## config.mk

```make
export PLATFORM = sky130hd
export DESIGN_NAME = msg_scroller_v2
export DESIGN_NICKNAME = d
export VERILOG_FILES = /design/src/rtl/msg_scroller_v2.sv
export SDC_FILE = /design/constraint.sdc
export NUM_CORES = 1
export LEC_CHECK = 0
export BUFFER_PORTS_ARGS = -buffer_cell sky130_fd_sc_hd__buf_2
export CAP_MARGIN = 20
export CORE_ASPECT_RATIO = 2
export CORE_MARGIN = 5
export CORE_UTILIZATION = 60
export CTS_CLUSTER_SIZE = 25
export DETAILED_ROUTE_END_ITERATION = 8
export PLACE_DENSITY = 0.81
export SYNTH_ARGS = -nofsm -noshare
export SYNTH_HDL_FRONTEND = slang
export SYNTH_MEMORY_MAX_BITS = 65536
export SYNTH_SLANG_ARGS = --single-unit
```

## constraint.sdc

```tcl
create_clock -name clk -period 7.3 [get_ports clk]
set_clock_uncertainty 0.15 [all_clocks]
set_input_delay 1.095 -clock clk [delete_from_list [all_inputs] [get_ports clk]]
set_output_delay 1.095 -clock clk [all_outputs]
set_load 0.01 [all_outputs]
```

## src/rtl/msg_scroller_v2.sv

```systemverilog
// msg_scroller_v2 -- message scroller for a 7-row column-driven LED/scope display.
// Message words are written into a circular store and played back as a stream of
// 8-bit display columns. A word is either a raw 6-bit column (bit6=0) or a
// character code (bit6=1) rendered as 8 columns through the 5x7 glyph ROM.
//
// Ports:
//   clk        rising-edge clock
//   rst_n      asynchronous active-low reset
//   wr_en      write wr_data into the store (IDLE only)
//   wr_data    message word: bit6=1 char code in [5:0], bit6=0 raw column in [5:0]
//   clear      empty the store (IDLE only, wins over wr_en)
//   play       level: high requests playback, low aborts / returns to IDLE
//   loop       sampled at each end of message: 1 restarts, 0 finishes
//   hold       each column is held for hold+1 cycles
//   col        current display column, bit0 = top row (0 outside PLAY)
//   col_valid  one-cycle pulse on the first cycle of each column
//   busy       high in PLAY
//   done       high in DONE
//   length     number of stored words
module msg_scroller_v2 #(
  parameter int WORD_COUNT = 20,
  parameter int HOLD_W     = 8
) (
  input  logic                              clk,
  input  logic                              rst_n,
  input  logic                              wr_en,
  input  logic [6:0]                        wr_data,
  input  logic                              clear,
  input  logic                              play,
  input  logic                              loop,
  input  logic [HOLD_W-1:0]                 hold,
  output logic [7:0]                        col,
  output logic                              col_valid,
  output logic                              busy,
  output logic                              done,
  output logic [$clog2(WORD_COUNT+1)-1:0]   length
);

  localparam int PW = (WORD_COUNT > 1) ? $clog2(WORD_COUNT) : 1;
  localparam int LW = $clog2(WORD_COUNT + 1);

  localparam logic [1:0] S_IDLE = 2'd0;
  localparam logic [1:0] S_PLAY = 2'd1;
  localparam logic [1:0] S_DONE = 2'd2;

  logic [1:0]        state;
  logic [6:0]        mem [WORD_COUNT];
  logic [PW-1:0]     wr_ptr;
  logic [PW-1:0]     old_ptr;
  logic [LW-1:0]     len_q;
  logic [LW-1:0]     word_idx;
  logic [2:0]        gidx;
  logic [HOLD_W-1:0] hold_cnt;
  logic              start_q;

  logic [LW:0]       rd_sum;
  logic [PW-1:0]     rd_ptr;
  logic [6:0]        cur_word;
  logic [7:0]        slot_col;
  logic              last_slot;
  logic              last_word;

  function automatic logic [PW-1:0] ptr_inc(input logic [PW-1:0] p);
    return (p == PW'(WORD_COUNT - 1)) ? '0 : p + 1'b1;
  endfunction

  // Each glyph is packed as 8 column bytes, column 0 in the most significant byte.
  function automatic logic [7:0] glyph(input logic [5:0] code, input logic [2:0] idx);
    logic [63:0] g;
    logic [63:0] sh;
    case (code)
      6'h10: g = 64'h00_3E_61_51_49_45_3E_00; // 0
      6'h11: g = 64'h00_00_42_7F_40_00_00_00; // 1
      6'h12: g = 64'h00_62_51_51_49_49_46_00; // 2
      6'h13: g = 64'h00_22_41_49_49_49_36_00; // 3
      6'h14: g = 64'h00_18_14_12_11_7F_10_00; // 4
      6'h15: g = 64'h00_27_45_45_45_45_39_00; // 5
      6'h16: g = 64'h00_3E_49_49_49_49_32_00; // 6
      6'h17: g = 64'h00_01_01_71_09_05_03_00; // 7
      6'h18: g = 64'h00_36_49_49_49_49_36_00; // 8
      6'h19: g = 64'h00_26_49_49_49_49_3E_00; // 9
      6'h21: g = 64'h00_7C_12_11_11_12_7C_00; // A
      6'h22: g = 64'h00_7F_49_49_49_49_36_00; // B
      6'h23: g = 64'h00_3E_41_41_41_41_22_00; // C
      6'h24: g = 64'h00_7F_41_41_41_22_1C_00; // D
      6'h25: g = 64'h00_7F_49_49_49_49_41_00; // E
      6'h26: g = 64'h00_7F_09_09_09_09_01_00; // F
      6'h27: g = 64'h00_3E_41_41_49_49_3A_00; // G
      6'h28: g = 64'h00_7F_08_08_08_08_7F_00; // H
      6'h29: g = 64'h00_00_41_7F_41_00_00_00; // I
      6'h2A: g = 64'h00_20_40_41_41_3F_01_00; // J
      6'h2B: g = 64'h00_7F_08_08_14_22_41_40; // K
      6'h2C: g = 64'h00_7F_40_40_40_40_40_00; // L
      6'h2D: g = 64'h00_7F_02_04_08_04_02_7F; // M
      6'h2E: g = 64'h00_7F_02_04_08_10_7F_00; // N
      6'h2F: g = 64'h00_3E_41_41_41_41_3E_00; // O
      6'h30: g = 64'h00_7F_09_09_09_09_06_00; // P
      6'h31: g = 64'h00_3E_41_41_51_21_5E_40; // Q
      6'h32: g = 64'h00_7F_09_09_19_29_46_00; // R
      6'h33: g = 64'h00_26_49_49_49_49_32_00; // S
      6'h34: g = 64'h00_01_01_01_7F_01_01_01; // T
      6'h35: g = 64'h00_3F_40_40_40_40_3F_00; // U
      6'h36: g = 64'h00_07_18_20_40_20_18_07; // V
      6'h37: g = 64'h00_7F_20_10_08_10_20_7F; // W
      6'h38: g = 64'h00_41_22_14_08_14_22_41; // X
      6'h39: g = 64'h00_01_02_04_78_04_02_01; // Y
      6'h3A: g = 64'h00_41_61_51_49_45_43_41; // Z
      default: g = '0;
    endcase
    sh = g >> {3'd7 - idx, 3'b000};
    return sh[7:0];
  endfunction

  // Read address = oldest + word offset, wrapped modulo the store depth.
  always_comb begin
    rd_sum = (LW+1)'(old_ptr) + (LW+1)'(word_idx);
    if (rd_sum >= (LW+1)'(WORD_COUNT)) begin
      rd_sum = rd_sum - (LW+1)'(WORD_COUNT);
    end
    rd_ptr = PW'(rd_sum);
  end

  assign cur_word  = mem[rd_ptr];
  assign slot_col  = cur_word[6] ? glyph(cur_word[5:0], gidx) : {1'b0, cur_word[5:0], 1'b0};
  assign last_slot = !cur_word[6] || (gidx == 3'd7);
  assign last_word = (word_idx == len_q - 1'b1);

  assign col       = (state == S_PLAY) ? slot_col : '0;
  assign col_valid = (state == S_PLAY) && start_q;
  assign busy      = (state == S_PLAY);
  assign done      = (state == S_DONE);
  assign length    = len_q;

  // Store contents need no reset; only pointers and length define validity.
  always_ff @(posedge clk) begin
    if (state == S_IDLE && wr_en && !clear) begin
      mem[wr_ptr] <= wr_data;
    end
  end

  always_ff @(posedge clk or negedge rst_n) begin
    if (!rst_n) begin
      state    <= S_IDLE;
      wr_ptr   <= '0;
      old_ptr  <= '0;
      len_q    <= '0;
      word_idx <= '0;
      gidx     <= '0;
      hold_cnt <= '0;
      start_q  <= 1'b0;
    end else begin
      start_q <= 1'b0;
      case (state)
        S_IDLE: begin
          if (clear) begin
            len_q   <= '0;
            wr_ptr  <= '0;
            old_ptr <= '0;
          end else if (wr_en) begin
            wr_ptr <= ptr_inc(wr_ptr);
            if (len_q == LW'(WORD_COUNT)) begin
              old_ptr <= ptr_inc(old_ptr);
            end else begin
              len_q <= len_q + 1'b1;
            end
          end
          if (play) begin
            // A simultaneous clear leaves nothing to play, so treat it as empty.
            if (len_q != '0 && !clear) begin
              state    <= S_PLAY;
              word_idx <= '0;
              gidx     <= '0;
              hold_cnt <= hold;
              start_q  <= 1'b1;
            end else begin
              state <= S_DONE;
            end
          end
        end
        S_PLAY: begin
          if (!play) begin
            state <= S_IDLE;
          end else if (hold_cnt != '0) begin
            hold_cnt <= hold_cnt - 1'b1;
          end else begin
            hold_cnt <= hold;
            start_q  <= 1'b1;
            if (!last_slot) begin
              gidx <= gidx + 1'b1;
            end else begin
              gidx <= '0;
              if (!last_word) begin
                word_idx <= word_idx + 1'b1;
              end else if (loop) begin
                word_idx <= '0;
              end else begin
                state   <= S_DONE;
                start_q <= 1'b0;
              end
            end
          end
        end
        S_DONE: begin
          if (!play) begin
            state <= S_IDLE;
          end
        end
        default: state <= S_IDLE;
      endcase
    end
  end

endmodule

```

* Yosys cells after proc, flatten, opt, wreduce, memory -nomap -nowiden
Memories as Yosys holds them, arrays and structs flattened. Index checks and enable logic that the tools add are counted.
Cells by class: equal/unequal tests 19, add/sub/neg operators 10, shift operators 1, reductions and logical operators 20, order comparisons 1, multiplexer cells 51
Operators by type and width (count):
- 5-bit two-way mux | 18
- 64-bit by 6-bit >> shifter with 8-bit output | 1
- 8-bit two-way mux | 6
- 5-bit by 1-bit adder with 5-bit output (second input constant) | 4
- 2-bit two-way mux | 8
- 8-bit case mux with 2 select lines | 1
- 5-bit == test (second input constant) | 3
- 3-bit two-way mux | 5
- 2-bit inequality test (second input constant) | 5
- 5-bit case mux with 2 select lines | 1
- 1-bit two-way mux | 9
- 3-bit inequality test (second input constant) | 3
- 8-bit nonzero test | 1
- 8-bit by 1-bit subtractor with 8-bit output (second input constant) | 1
- 7-bit AND reduction | 1
- 5-bit by 5-bit adder with 6-bit output | 1
- 6-bit by 5-bit greater-or-equal comparator with 1-bit output (second input constant) | 1
- 3-bit by 2-bit inequality test with 1-bit output (second input constant) | 2
- 2-bit case mux with 3 select lines | 1
- 3-bit case mux with 2 select lines | 1
- 3-bit AND reduction | 2
- 6-bit AND reduction | 1
- 2-bit nonzero test | 3
- 5-bit == test | 1
- 17 further kinds | 22
Word-level totals: memory bits (read-only) 3136, RAM bits 140, output and inout bits 16, logic and storage cells 112, memories kept 2, register bits 34
Memory list:
- (name not given) | words 64, width 49, read ports 1, clocked after memory_dff 0, write ports 0, RTL line 71 | case (code)
- mem | words 20, width 7, read ports 1, clocked after memory_dff 0, write ports 1, RTL line 47 | logic [6:0] mem [WORD_COUNT];

* Longest topological paths before layout
An unclocked memory read counts as a cell.
depth after elaboration 10, gate-level depth with buffers 23

* Worst setup path after synthesis
Ideal clock, no wire load.
path type flip-flop to output port, start register word_idx[0], end output port col[6], data arrival time 5.391 ns, data required time 6.055 ns, path buffers 4, stages on the path, launching flop included 22, path slack 0.664 ns, path through dfrtp_1 > ha_1 > inv_1 > fa_1 > xnor2_2 > buf_2 > ha_1 > clkbuf_1 > clkinv_1 > mux4_2 > and3_1 > a221o_1 > buf_6 > clkbuf_1 > ha_1 > inv_1 > a21oi_1 > o211ai_1 > o311ai_0 > o32ai_1 > nor4_1 > o32ai_1
On the way: longest elaborated chain between the ends 8
Ends and longest elaborated chain:
- start, declared | RTL line 51 | logic [LW-1:0] word_idx;
- start signal, assigned | RTL line 193 | word_idx <= word_idx + 1'b1;
- 5-bit by 5-bit adder with 6-bit output (*) | RTL line 116 | rd_sum = (LW+1)'(old_ptr) + (LW+1)'(word_idx);
- 5-bit subtractor or 6-bit by 5-bit greater-or-equal comparator with 1-bit output (tied branches) | RTL line 118, 117
- 5-bit two-way mux (*) | RTL line 117 | if (rd_sum >= (LW+1)'(WORD_COUNT)) begin
- memory 20 x 7 bit (*)
- memory 64 x 49 bit
- 64-bit by 6-bit >> shifter with 8-bit output | RTL line 110 | sh = g >> {3'd7 - idx, 3'b000};
- 8-bit two-way mux (*) | RTL line 124 | assign slot_col = cur_word[6] ? glyph(cur_word[5:0], gidx) : {1'b0, cur_word[5:0], 1'b0};
- 8-bit two-way mux (*) | RTL line 128 | assign col = (state == S_PLAY) ? slot_col : '0;
- end, declared | RTL line 32 | output logic [7:0] col,
Every way passes the cells marked *; elsewhere a longest branch is shown, timed or not.

* Worst setup path after layout
start register word_idx[0], end output port col[5]
The elaborated chain is that of the path after synthesis.

==> flow_summary.toml <==
[detailed_routing]
drc = 0
drt_iter0_drc = 890
vias = 9434
drtPass1Iterations = 7
ant_nets = 0
wl_per_cell_um = 29.4
wirelength_um = 37900
viasPerCell = 7.32

[clocking]
cts.sinks = 174
cts_buffers = 17
cts_buffer_depth = 2
clockRootBuffer = "clkbuf_16"
htree_levels = 4
cts_tree = "done"
postCtsHoldBufs = 0
post-cts-setup-buffers = 0
clk_latency_ns = 0.43
clkSlewWorstSetupHoldPaths_ns = 0.07

[placement]
dp.cells = 1256
hpwl_um = 27200
numPortBuffers = 35
globalplace.congestion = 1.10

[hold_path]
hold_end = "hold_cnt[7]"
hold_class = "reg2reg"
hold_depth = 1
hp-start = "hold_cnt[7]"

[finish]
layout-drive-gt1-share = 0.190
diodes = 0
nets = 1110
area_growth_pct = 9.54
fill_cells = 1378
layout.cells.non_filler = 1289

[timing]
rsz0062_at_grt = "no"
setup_viol = 0
worstMarginPinSlew_ns = 1.05
fin_setup_tns_ns = 0
slew_headroom = 0.300
finalHoldViolations = 0
finalCritPeriodShare = 0.971
min_period_ns = 7.09
fmax_mhz = 141
slew_violations = 0

[yosys]
synth_area_leaders = "edfxtp_1 38%, dfrtp_1 7.7%, mux4_2 5.1%, mux2i_1 3.6%, ha_1 3.2%"
synth_top_family_by_area = "compound AO/OA/AOI/OAI gates"
ys_seq_elements = 174
synthAdderAreaFrac = 0.0336
syn_area_um2 = 11000
avgSynthCellArea_um2 = 10.7
yosysUniqueCellTypes = 98
synth-compound-area-share = 0.192
yosysMostFrequentCell = "edfxtp_1"
post-synth-top-area-fraction = 0.382
async_flop_share = 0.195
ys.flop_type = "edfxtp_1"
ys_warn_count = 0
yosysSeqAreaShare = 0.459
muxShareOfSynthArea = 0.114
syn_inst = 1028
synth_xor_area_frac = 0.0133
synth_edf_count = 140
yosys.area_share.simple = 0.136
yosys.area.top_type = "edfxtp_1"
syn_nets = 1078
synthTopCellsByCount = "140 x edfxtp_1, 91 x nand2_1, 90 x nor2_1, 67 x a21oi_1, 57 x o21ai_0"

[setup_path]
rrSetupSlack_ns = 2.34
r2r_start = "word_idx[2]"
required_ns = 6.05
worstSetupPathType = "reg2out"
rr_endpoint = "word_idx[1]"
cp_max_fo = 23
critPathCaptureType = "primary output"
cp.arrival_ns = 5.84
reg2regPathDepth = 15
cp-start-kind = "flip-flop"

[global_route]
grt_pass1_wl_um = 57300
grt_usage = 0.362
grt_overflow = 0
grt_max_degree = 35
antenna_found_initial = 0
grt_pass1_vias = 9495

[power]
power.density_nw_per_um2 = 416
internal_power_mw = 2.56
seq_power_share = 0.234
sw_frac_of_total = 0.490
ir_worst_vdd_mv = 0.283
clkPwrFrac = 0.175
leakage_nw = 4.32
p_comb_frac = 0.591
power.net_switching_mw = 2.46

[run]
maxCapViolCount = 0

[die]
die_w_um = 106
die_h_um = 202
core_area_um2 = 18200
dieArea_um2 = 21300
start_util = 0.605
core.rowCount = 70
ios = 37

[outcome]
status = "finished clean"
[final cells by class]
type                    instances  area [um^2]  area share
flip-flops and latches        174         5060       0.419
multi-input cells             746         5460       0.452
inverters                      34          140      0.0116
clock inverters                15          146      0.0121
well taps                     216          270      0.0224
repair buffers                 87          569      0.0472
clock buffers                  17          425      0.0353
[metrics by stage]
stage | hold WS [ns] | util | area, um^2 | setup slack (ns) | power [mW]
floorplan | 0.329 | - | 11000 | 0.664 | 3.12
global placement | 0.345 | 0.627 | 11400 | 0.364 | 4.01
detailed placement | 0.366 | 0.627 | 11400 | 0.364 | 3.96
CTS | 0.382 | 0.659 | 12000 | 0.0133 | 4.86
global route | 0.412 | 0.662 | 12100 | 0.0382 | 5.24
finish | 0.379 | 0.662 | 12100 | 0.211 | 5.02
[sequential cells by signal, indices dropped and copies added (netlist names)]
name	count
wr_ptr	5
length	5
word_idx	5
hold_cnt	8
state	2
gidx	3
old_ptr	5
mem	140
start_q	1
[worst max-delay path by stage]
stage | start | to
global route | word_idx[2] | col[1]
floorplan | word_idx[0] | col[6]
detailed placement | word_idx[2] | col[4]
finish | word_idx[0] | col[5]
global placement | word_idx[0] | col[5]
CTS | word_idx[2] | col[2]
[cell families (layout without fill, tap and decap cells)]
group	Yosys count	after routing
compound gates	300	300
xor+xnor	15	15
fa+ha+maj	29	29
buf+inv	108	153
flops	174	174
mux	81	81
other cells	1	1
simple gates	320	320
[power by group through the flow]
| stage | clock [mW] | sequential, mW | combinational [mW] |
|---|---|---|---|
| floorplan | 0 | 1.18 | 1.94 |
| global placement | 0 | 1.19 | 2.82 |
| detailed placement | 0 | 1.20 | 2.77 |
| CTS | 0.891 | 1.17 | 2.79 |
| global route | 0.939 | 1.18 | 3.12 |
| finish | 0.879 | 1.18 | 2.97 |
[repair_timing]
action,4_1_cts,5_1_grt
hold endpoints to repair,0,0
gates resized for setup,3,15
pin swaps,0,0
setup endpoints to repair,2,7
[critical path: stages, from the launching register on]
cell,delay [ns]
dfrtp_1,0.48
ha_2,0.28
inv_1,0.06
fa_2,0.78
buf_6,0.30
mux4_2,0.39
mux4_2,0.48
nand2_1,0.08
a31oi_1,0.08
buf_4,0.18
inv_2,0.19
ha_1,0.33
inv_1,0.24
mux2_2,0.34
a221oi_1,0.28
a31oi_1,0.13
a2111oi_1,0.47
a211oi_1,0.12
buf_2,0.17
[routing by layer]
| metal | vias to the layer above | routed length [um] | share of wire | global-route usage |
|---|---|---|---|---|
| met5 | - | 0 | 0 | 0 |
| met4 | 0 | 4080 | 0.11 | 0.301 |
| met3 | 228 | 2450 | 0.065 | 0.0610 |
| met2 | 583 | 19500 | 0.51 | 0.632 |
| met1 | 4566 | 11900 | 0.31 | 0.372 |
| li1 | 4057 | - | - | - |
[layout by cell type, fill, tap and decap left out, types with 25 or more instances in the layout]
master / netlist / final
mux2i_1: 40 / 40
buf_4: 8 / 51
buf_2: 24 / 35
o21ai_0: 57 / 57
a21oi_1: 67 / 65
inv_1: 27 / 27
mux4_2: 25 / 25
nor3_1: 36 / 35
nor2_1: 90 / 89
nand2_1: 91 / 91
ha_1: 28 / 25
nand3_1: 38 / 38
dfrtp_1: 34 / 33
edfxtp_1: 140 / 140
No activity file was read; power rests on OpenSTA's default activity.
